File: src/rtl/riscv_mem_arbiter.sv
// Shared-memory arbiter for the multicycle core. The instruction-fetch (IF) and
// data-memory (DM) requesters take turns on one single-ported unified memory.
// Only one transaction is in flight at a time, and the memory has a fixed latency.
// The IF requester needs word alignment; the DM requester needs doubleword alignment.
module riscv_mem_arbiter #(
    parameter int MEM_LATENCY   = 2,
    parameter bit DATA_PRIORITY = 1'b0
) (
    input  logic        clk,
    input  logic        rstn,
    input  logic        if_req_i,
    input  logic [63:0] if_addr_i,
    output logic        if_gnt_o,
    output logic        if_rvalid_o,
    output logic [31:0] if_rdata_o,
    output logic        if_err_o,
    input  logic        dm_req_i,
    input  logic        dm_we_i,
    input  logic [63:0] dm_addr_i,
    input  logic [63:0] dm_wdata_i,
    output logic        dm_gnt_o,
    output logic        dm_rvalid_o,
    output logic [63:0] dm_rdata_o,
    output logic        dm_err_o,
    output logic        mem_en_o,
    output logic        mem_we_o,
    output logic [63:0] mem_addr_o,
    output logic [63:0] mem_wdata_o,
    input  logic [63:0] mem_rdata_i,
    output logic        busy_o
);

    typedef enum logic [1:0] {
        ST_IDLE = 2'd0,
        ST_WAIT = 2'd1,
        ST_RESP = 2'd2
    } state_t;

    localparam int CW = (MEM_LATENCY > 1) ? $clog2(MEM_LATENCY) : 1;

    state_t          r_state;
    state_t          w_state_nxt;
    logic [CW-1:0]   r_cnt;
    logic            r_last_dm;   // the previous winner was DM
    logic            r_sel_dm;    // the current transaction belongs to DM
    logic            r_we;        // the current transaction is a store
    logic            r_err;       // the current transaction is misaligned
    logic            r_lane_hi;   // the IF fetch reads the upper word

    logic            w_issue;
    logic            w_win_dm;
    logic            w_misal;
    logic            w_finish;
    logic [63:0]     w_req_addr;

    logic            r_if_gnt, r_if_rvalid, r_if_err;
    logic [31:0]     r_if_rdata;
    logic            r_dm_gnt, r_dm_rvalid, r_dm_err;
    logic [63:0]     r_dm_rdata;
    logic            r_mem_en, r_mem_we;
    logic [63:0]     r_mem_addr, r_mem_wdata;
    logic            r_busy;

    // Next state, arbitration decision and end-of-transaction detection.
    // A misaligned grant still passes through WAIT for one cycle, so its response
    // lands two cycles after sampling. This also keeps a requester that still
    // holds req during its gnt cycle from being sampled a second time.
    always_comb begin
        w_state_nxt = r_state;
        w_issue     = 1'b0;
        w_win_dm    = 1'b0;
        w_misal     = 1'b0;
        w_finish    = 1'b0;
        w_req_addr  = if_addr_i;
        case (r_state)
            ST_IDLE, ST_RESP: begin
                if (if_req_i || dm_req_i) begin
                    w_issue  = 1'b1;
                    w_win_dm = dm_req_i && (!if_req_i || DATA_PRIORITY || !r_last_dm);
                    if (w_win_dm) begin
                        w_req_addr = dm_addr_i;
                        w_misal    = (dm_addr_i[2:0] != 3'b000);
                    end else begin
                        w_req_addr = if_addr_i;
                        w_misal    = (if_addr_i[1:0] != 2'b00);
                    end
                    w_state_nxt = ST_WAIT;
                end else begin
                    w_state_nxt = ST_IDLE;
                end
            end
            ST_WAIT: begin
                if (r_err) begin
                    w_finish    = 1'b1;
                    w_state_nxt = ST_RESP;
                end else if (r_mem_en) begin
                    w_state_nxt = ST_WAIT;   // strobe cycle: the countdown starts next cycle
                end else if (r_cnt == '0) begin
                    w_finish    = 1'b1;      // read data is valid in this cycle
                    w_state_nxt = ST_RESP;
                end else begin
                    w_state_nxt = ST_WAIT;
                end
            end
            default: begin
                w_state_nxt = ST_IDLE;
            end
        endcase
    end

    // FSM state register.
    always_ff @(posedge clk or negedge rstn) begin
        if (!rstn) begin
            r_state <= ST_IDLE;
        end else begin
            r_state <= w_state_nxt;
        end
    end

    // Latches the winner's command and runs the latency countdown.
    always_ff @(posedge clk or negedge rstn) begin
        if (!rstn) begin
            r_cnt     <= '0;
            r_last_dm <= 1'b1;
            r_sel_dm  <= 1'b0;
            r_we      <= 1'b0;
            r_err     <= 1'b0;
            r_lane_hi <= 1'b0;
        end else if (w_issue) begin
            r_cnt     <= CW'(MEM_LATENCY - 1);
            r_last_dm <= w_win_dm;
            r_sel_dm  <= w_win_dm;
            r_we      <= w_win_dm && dm_we_i;
            r_err     <= w_misal;
            r_lane_hi <= if_addr_i[2];
        end else if ((r_state == ST_WAIT) && !r_mem_en && (r_cnt != '0)) begin
            r_cnt <= r_cnt - CW'(1);
        end
    end

    // Registered grant pulses, memory strobe and response outputs.
    always_ff @(posedge clk or negedge rstn) begin
        if (!rstn) begin
            r_if_gnt    <= 1'b0;
            r_if_rvalid <= 1'b0;
            r_if_err    <= 1'b0;
            r_if_rdata  <= 32'd0;
            r_dm_gnt    <= 1'b0;
            r_dm_rvalid <= 1'b0;
            r_dm_err    <= 1'b0;
            r_dm_rdata  <= 64'd0;
            r_mem_en    <= 1'b0;
            r_mem_we    <= 1'b0;
            r_mem_addr  <= 64'd0;
            r_mem_wdata <= 64'd0;
            r_busy      <= 1'b0;
        end else begin
            r_busy      <= (w_state_nxt != ST_IDLE);
            r_if_gnt    <= w_issue && !w_win_dm;
            r_dm_gnt    <= w_issue && w_win_dm;
            r_mem_en    <= w_issue && !w_misal;
            r_mem_we    <= w_issue && !w_misal && w_win_dm && dm_we_i;
            r_mem_addr  <= (w_issue && !w_misal) ? {w_req_addr[63:3], 3'b000} : 64'd0;
            r_mem_wdata <= (w_issue && !w_misal && w_win_dm && dm_we_i) ? dm_wdata_i : 64'd0;
            r_if_rvalid <= w_finish && !r_sel_dm;
            r_if_err    <= w_finish && !r_sel_dm && r_err;
            r_if_rdata  <= (w_finish && !r_sel_dm && !r_err) ?
                           (r_lane_hi ? mem_rdata_i[63:32] : mem_rdata_i[31:0]) : 32'd0;
            r_dm_rvalid <= w_finish && r_sel_dm;
            r_dm_err    <= w_finish && r_sel_dm && r_err;
            r_dm_rdata  <= (w_finish && r_sel_dm && !r_err && !r_we) ? mem_rdata_i : 64'd0;
        end
    end

    assign if_gnt_o    = r_if_gnt;
    assign if_rvalid_o = r_if_rvalid;
    assign if_rdata_o  = r_if_rdata;
    assign if_err_o    = r_if_err;
    assign dm_gnt_o    = r_dm_gnt;
    assign dm_rvalid_o = r_dm_rvalid;
    assign dm_rdata_o  = r_dm_rdata;
    assign dm_err_o    = r_dm_err;
    assign mem_en_o    = r_mem_en;
    assign mem_we_o    = r_mem_we;
    assign mem_addr_o  = r_mem_addr;
    assign mem_wdata_o = r_mem_wdata;
    assign busy_o      = r_busy;

endmodule
File: config.mk
export PLATFORM = sky130hd
export DESIGN_NAME = riscv_mem_arbiter
export DESIGN_NICKNAME = d
export VERILOG_FILES = /design/src/rtl/riscv_mem_arbiter.sv
export SDC_FILE = /design/constraint.sdc
export NUM_CORES = 1
export LEC_CHECK = 0
export CAP_MARGIN = 20
export CORE_ASPECT_RATIO = 0.75
export CORE_MARGIN = 5
export CORE_UTILIZATION = 25
export DETAILED_ROUTE_END_ITERATION = 7
export GPL_TIMING_DRIVEN = 0
export PLACE_DENSITY = 0.61
export SYNTH_ARGS = -nofsm -noshare
export SYNTH_HDL_FRONTEND = slang
export SYNTH_SLANG_ARGS = --single-unit
File: constraint.sdc
create_clock -name clk -period 1.6 [get_ports clk]
set_clock_uncertainty 0.1 [all_clocks]
set_input_delay 0.32 -clock clk [delete_from_list [all_inputs] [get_ports clk]]
set_output_delay 0.32 -clock clk [all_outputs]
set_load 0.01 [all_outputs]
==> load_flow_metrics.sql <==
INSERT INTO impl_metrics (metric_group, metric, value, unit) VALUES
('final_layout', 'layout_commonest_cell', 'clkdlybuf4s50_1', ''),
('logic_synthesis', 'combined_area_of_all_synthesized_cells', '8820', 'µm²'),
('critical_path', 'timing.critical_path.max_delay_family', 'buffers and inverters', ''),
('timing', 'timing.final.max_slew_violations', '0', ''),
('route', 'drt.antenna.violating_nets', '0', ''),
('critical_path', 'worstPathBufferInverterCount', '4', ''),
('floorplanning', 'core_area', '34800', 'µm²'),
('critical_path', 'worst_ep_required_time', '1.89', 'ns'),
('clock_tree', 'clock_latency', '0.54', 'ns'),
('global_routing', 'via_count_of_the_first_global_routing_pass', '8228', ''),
('floorplanning', 'die_x', '227', 'µm'),
('logic_synthesis', 'avgSynthCellArea', '12.4', 'µm²'),
('clock_tree', 'clkSlewWorstSetupHoldPaths', '0.07', 'ns'),
('route', 'detail_route.wirelength', '36.9', 'mm'),
('route', 'detailroute.via_count', '7752', ''),
('timing', 'maxClockFrequency', '557', 'MHz'),
('logic_synthesis', 'synth_cell_types', '34', ''),
('logic_synthesis', 'seq_area_frac_synth', '67.5', '%'),
('timing', 'hold_slack', '0.117', 'ns'),
('final_layout', 'mostFrequentLayoutCells', '257 x clkdlybuf4s50_1, 237 x dfrtp_1, 99 x clkbuf_2', ''),
('final_layout', 'fin_nets', '1524', ''),
('run', 'max_capacitance_violation_count', '0', ''),
('power_and_ir_drop', 'cellLeakagePower', '7.39', 'nW'),
('critical_path', 'critical_path_at', '2.09', 'ns'),
('timing', 'final-setup-viol-count', '123', ''),
('clock_tree', 'cts-htree-levels', '1', ''),
('min_path', 'hold_path_class', 'input pin to register', ''),
('status', 'run_status', 'finished with violations', ''),
('floorplanning', 'placementRows', '59', ''),
('logic_synthesis', 'synthesis.instances', '711', ''),
('critical_path', 'cp_max_fo', '5', ''),
('clock_tree', 'clock_sink_count', '238', ''),
('global_routing', 'grt_overflow', '0', ''),
('route', 'dr.pass1.iters', '4', ''),
('route', 'drtIter0Drc', '377', ''),
('placement', 'routability_congestion_estimate_from_global_placement', '0.837', ''),
('critical_path', 'cp_slowest_cell', 'dfstp_2', ''),
('floorplanning', 'die_outline_area', '39200', 'µm²'),
('timing', 'layout_setup_ws', '-0.196', 'ns'),
('clock_tree', 'tritoncts', 'yes', ''),
('critical_path', 'endpoint_kind', 'register', ''),
('power_and_ir_drop', 'power.ir.vdd_worst', '0.874', 'mV'),
('placement', 'io_buffers', '490', ''),
('status', 'failed_checks', 'setup timing', ''),
('global_routing', 'grt_first_pass_wirelength', '52.7', 'mm'),
('critical_path', 'worstSetupStartpointType', 'register', ''),
('global_routing', 'grt_start_max_net_pins', '117', ''),
('route', 'routed_via_density', '4.46', ''),
('route', 'route.detailed.wl_per_inst', '21.2', 'µm'),
('logic_synthesis', 'postSynthRegisterBits', '238', ''),
('timing', 'finalHoldViolCount', '0', ''),
('timing', 'grt_setup_unrepaired', 'true', ''),
('final_layout', 'area_delta_synth_final', '75.9', '%'),
('final_layout', 'utilization', '44.6', '%'),
('power_and_ir_drop', 'p_total', '19.0', 'mW'),
('placement', 'place_hpwl', '27.2', 'mm'),
('final_layout', 'post_route_cells_drive_above_1_share', '30.7', '%'),
('clock_tree', 'numCtsBuffers', '27', ''),
('logic_synthesis', 'synthesis.yosys.warnings', '0', ''),
('floorplanning', 'pin_count', '494', ''),
('global_routing', 'globalRouteTotalUtil', '17.5', '%'),
('timing', 'period_share', '112', '%'),
('timing', 'fin_tns_setup', '-9.92', 'ns'),
('timing', 'slew_headroom', '56.4', '%'),
('route', 'remaining_drc_errors', '0', ''),
('floorplanning', 'initial_utilization', '25.4', '%'),
('power_and_ir_drop', 'power.density_cell_area', '1230', 'nW/µm²'),
('critical_path', 'reg2reg_slack', '-0.20', 'ns'),
('critical_path', 'critical_path_class', 'register to register', ''),
('clock_tree', 'clock_tree.buffer_depth', '3', ''),
('timing', 'layout_min_cycle_time', '1.80', 'ns'),
('clock_tree', 'root_buffer', 'clkbuf_16', ''),
('timing', 'max_slew.worst_pin.slew', '0.655', 'ns'),
('critical_path', 'crit_chain', 'a21bo_1, buf_6, mux2i_4, buf_4, clkbuf_16, buf_8, a211oi_2', ''),
('critical_path', 'slowest_delay', '0.54', 'ns'),
('floorplanning', 'die_y', '173', 'µm'),
('global_routing', 'number_of_antenna_violations_at_the_first_check_in_global_routing', '5', '');
[area by class of cell]
type | instances | area, µm²
fill | 3336 | 19200
sequential | 238 | 5960
timing repair buffer | 524 | 4730
multi-input combinational | 411 | 2880
clock buffer | 39 | 771
tap | 457 | 572
buffer | 60 | 533
clock inverter | 7 | 71.3
antenna | 3 | 7.51
inverter | 1 | 3.75
[synthesized netlist by cell type, drive strengths merged]
cell type | count | area [µm²]
dfrtp | 237 | 5930
and2 | 129 | 807
o21ai | 64 | 320
nand3 | 62 | 310
a211oi | 61 | 458
clkbuf | 44 | 171
nor2 | 38 | 143
mux2i | 33 | 343
buf | 19 | 146
a22o | 3 | 26.3
nand2 | 3 | 11.3
nor2b | 2 | 12.5
a21bo | 1 | 10.0
a21boi | 1 | 11.3
a21o | 1 | 7.51
and2b | 1 | 7.51
and3 | 1 | 6.26
and4 | 1 | 8.76
conb | 1 | 3.75
dfstp | 1 | 26.3
inv | 1 | 3.75
mux2 | 1 | 11.3
nand2b | 1 | 6.26
nor3 | 1 | 5.00
nor3b | 1 | 7.51
o2111a | 1 | 11.3
o21a | 1 | 7.51
o31ai | 1 | 7.51
[cells by family (layout without fill, tap and decap cells)]
group | Yosys count | after routing | synth area share [%]
AO/OA/AOI/OAI | 134 | 134 | 9.74
buffers and inverters | 64 | 631 | 3.65
flip-flops | 238 | 238 | 67.5
multiplexers | 34 | 34 | 4.01
other | 1 | 6 | 0.0425
AND/OR/NAND/NOR | 240 | 240 | 15.0
[per-layer routing]
| metal | up-vias | wire length (µm) | GRT usage [%] |
|---|---|---|---|
| met5 | - | 25 | 0 |
| li1 | 3519 | - | - |
| met4 | 4 | 1050 | 4.59 |
| met3 | 47 | 3350 | 5.90 |
| met2 | 329 | 17700 | 29.5 |
| met1 | 3853 | 14800 | 21.4 |
[where the power goes]
| group | total (mW) | internal, mW | leakage, nW | switching, mW |
|---|---|---|---|---|
| registers | 6.89 | 6.66 | 3.27 | 0.230 |
| logic | 6.13 | 2.83 | 3.71 | 3.30 |
| clock network | 6.01 | 3.48 | 0.404 | 2.53 |
[timing repair]
| action | 4_1_cts | 5_1_grt |
|---|---|---|
| setup buffers | 12 | 6 |
| endpoints found under the hold margin | 46 | 0 |
| pin swaps | 10 | 56 |
| hold buffers | 1 | 0 |
| cloned | 3 | 10 |
| endpoints found under the setup margin | 457 | 333 |
| gates resized for setup | 667 | 256 |
[sequential cells by signal (all words and copies together) (netlist names), 2 cells and up]
name	cells
dm_rdata_o	64
mem_addr_o	61
mem_wdata_o	64
r_state	2
if_rdata_o	32
[through the flow]
step                      area [µm²]  setup slack (ns)  std cells
final                          15500            -0.196       1740
after global routing           15500            -0.253       1740
after CTS                      15700            -0.133       1723
after detailed placement       14400             -1.07       1662
after global placement         14300            -10.57       1660
after floorplan                 8830         -0.000608        713
[worst min-delay path: cells and delay by family]
family / cells / cell delay, ns
buffers and inverters: 1 / 0.22
and+or+nand+nor: 2 / 0.18
[path summary, 6_finish.rpt]
| path | start | to | cells after the start |
|---|---|---|---|
| setup / recovery | r_last_dm$_DFFE_PN1P_ | mem_addr_o[45]$_DFF_PN0_ | 7 |
| hold / removal | if_req_i | if_gnt_o$_DFF_PN0_ | 3 |
| setup reg to reg | r_last_dm$_DFFE_PN1P_ | mem_addr_o[45]$_DFF_PN0_ | 7 |
| hold reg to reg | r_we$_DFFE_PN0P_ | r_we$_DFFE_PN0P_ | 1 |
| max in group asynchronous | rstn | mem_addr_o[38]$_DFF_PN0_ | 3 |
| min in group asynchronous | rstn | mem_wdata_o[37]$_DFF_PN0_ | 2 |
(Power assumes the default switching activity.)
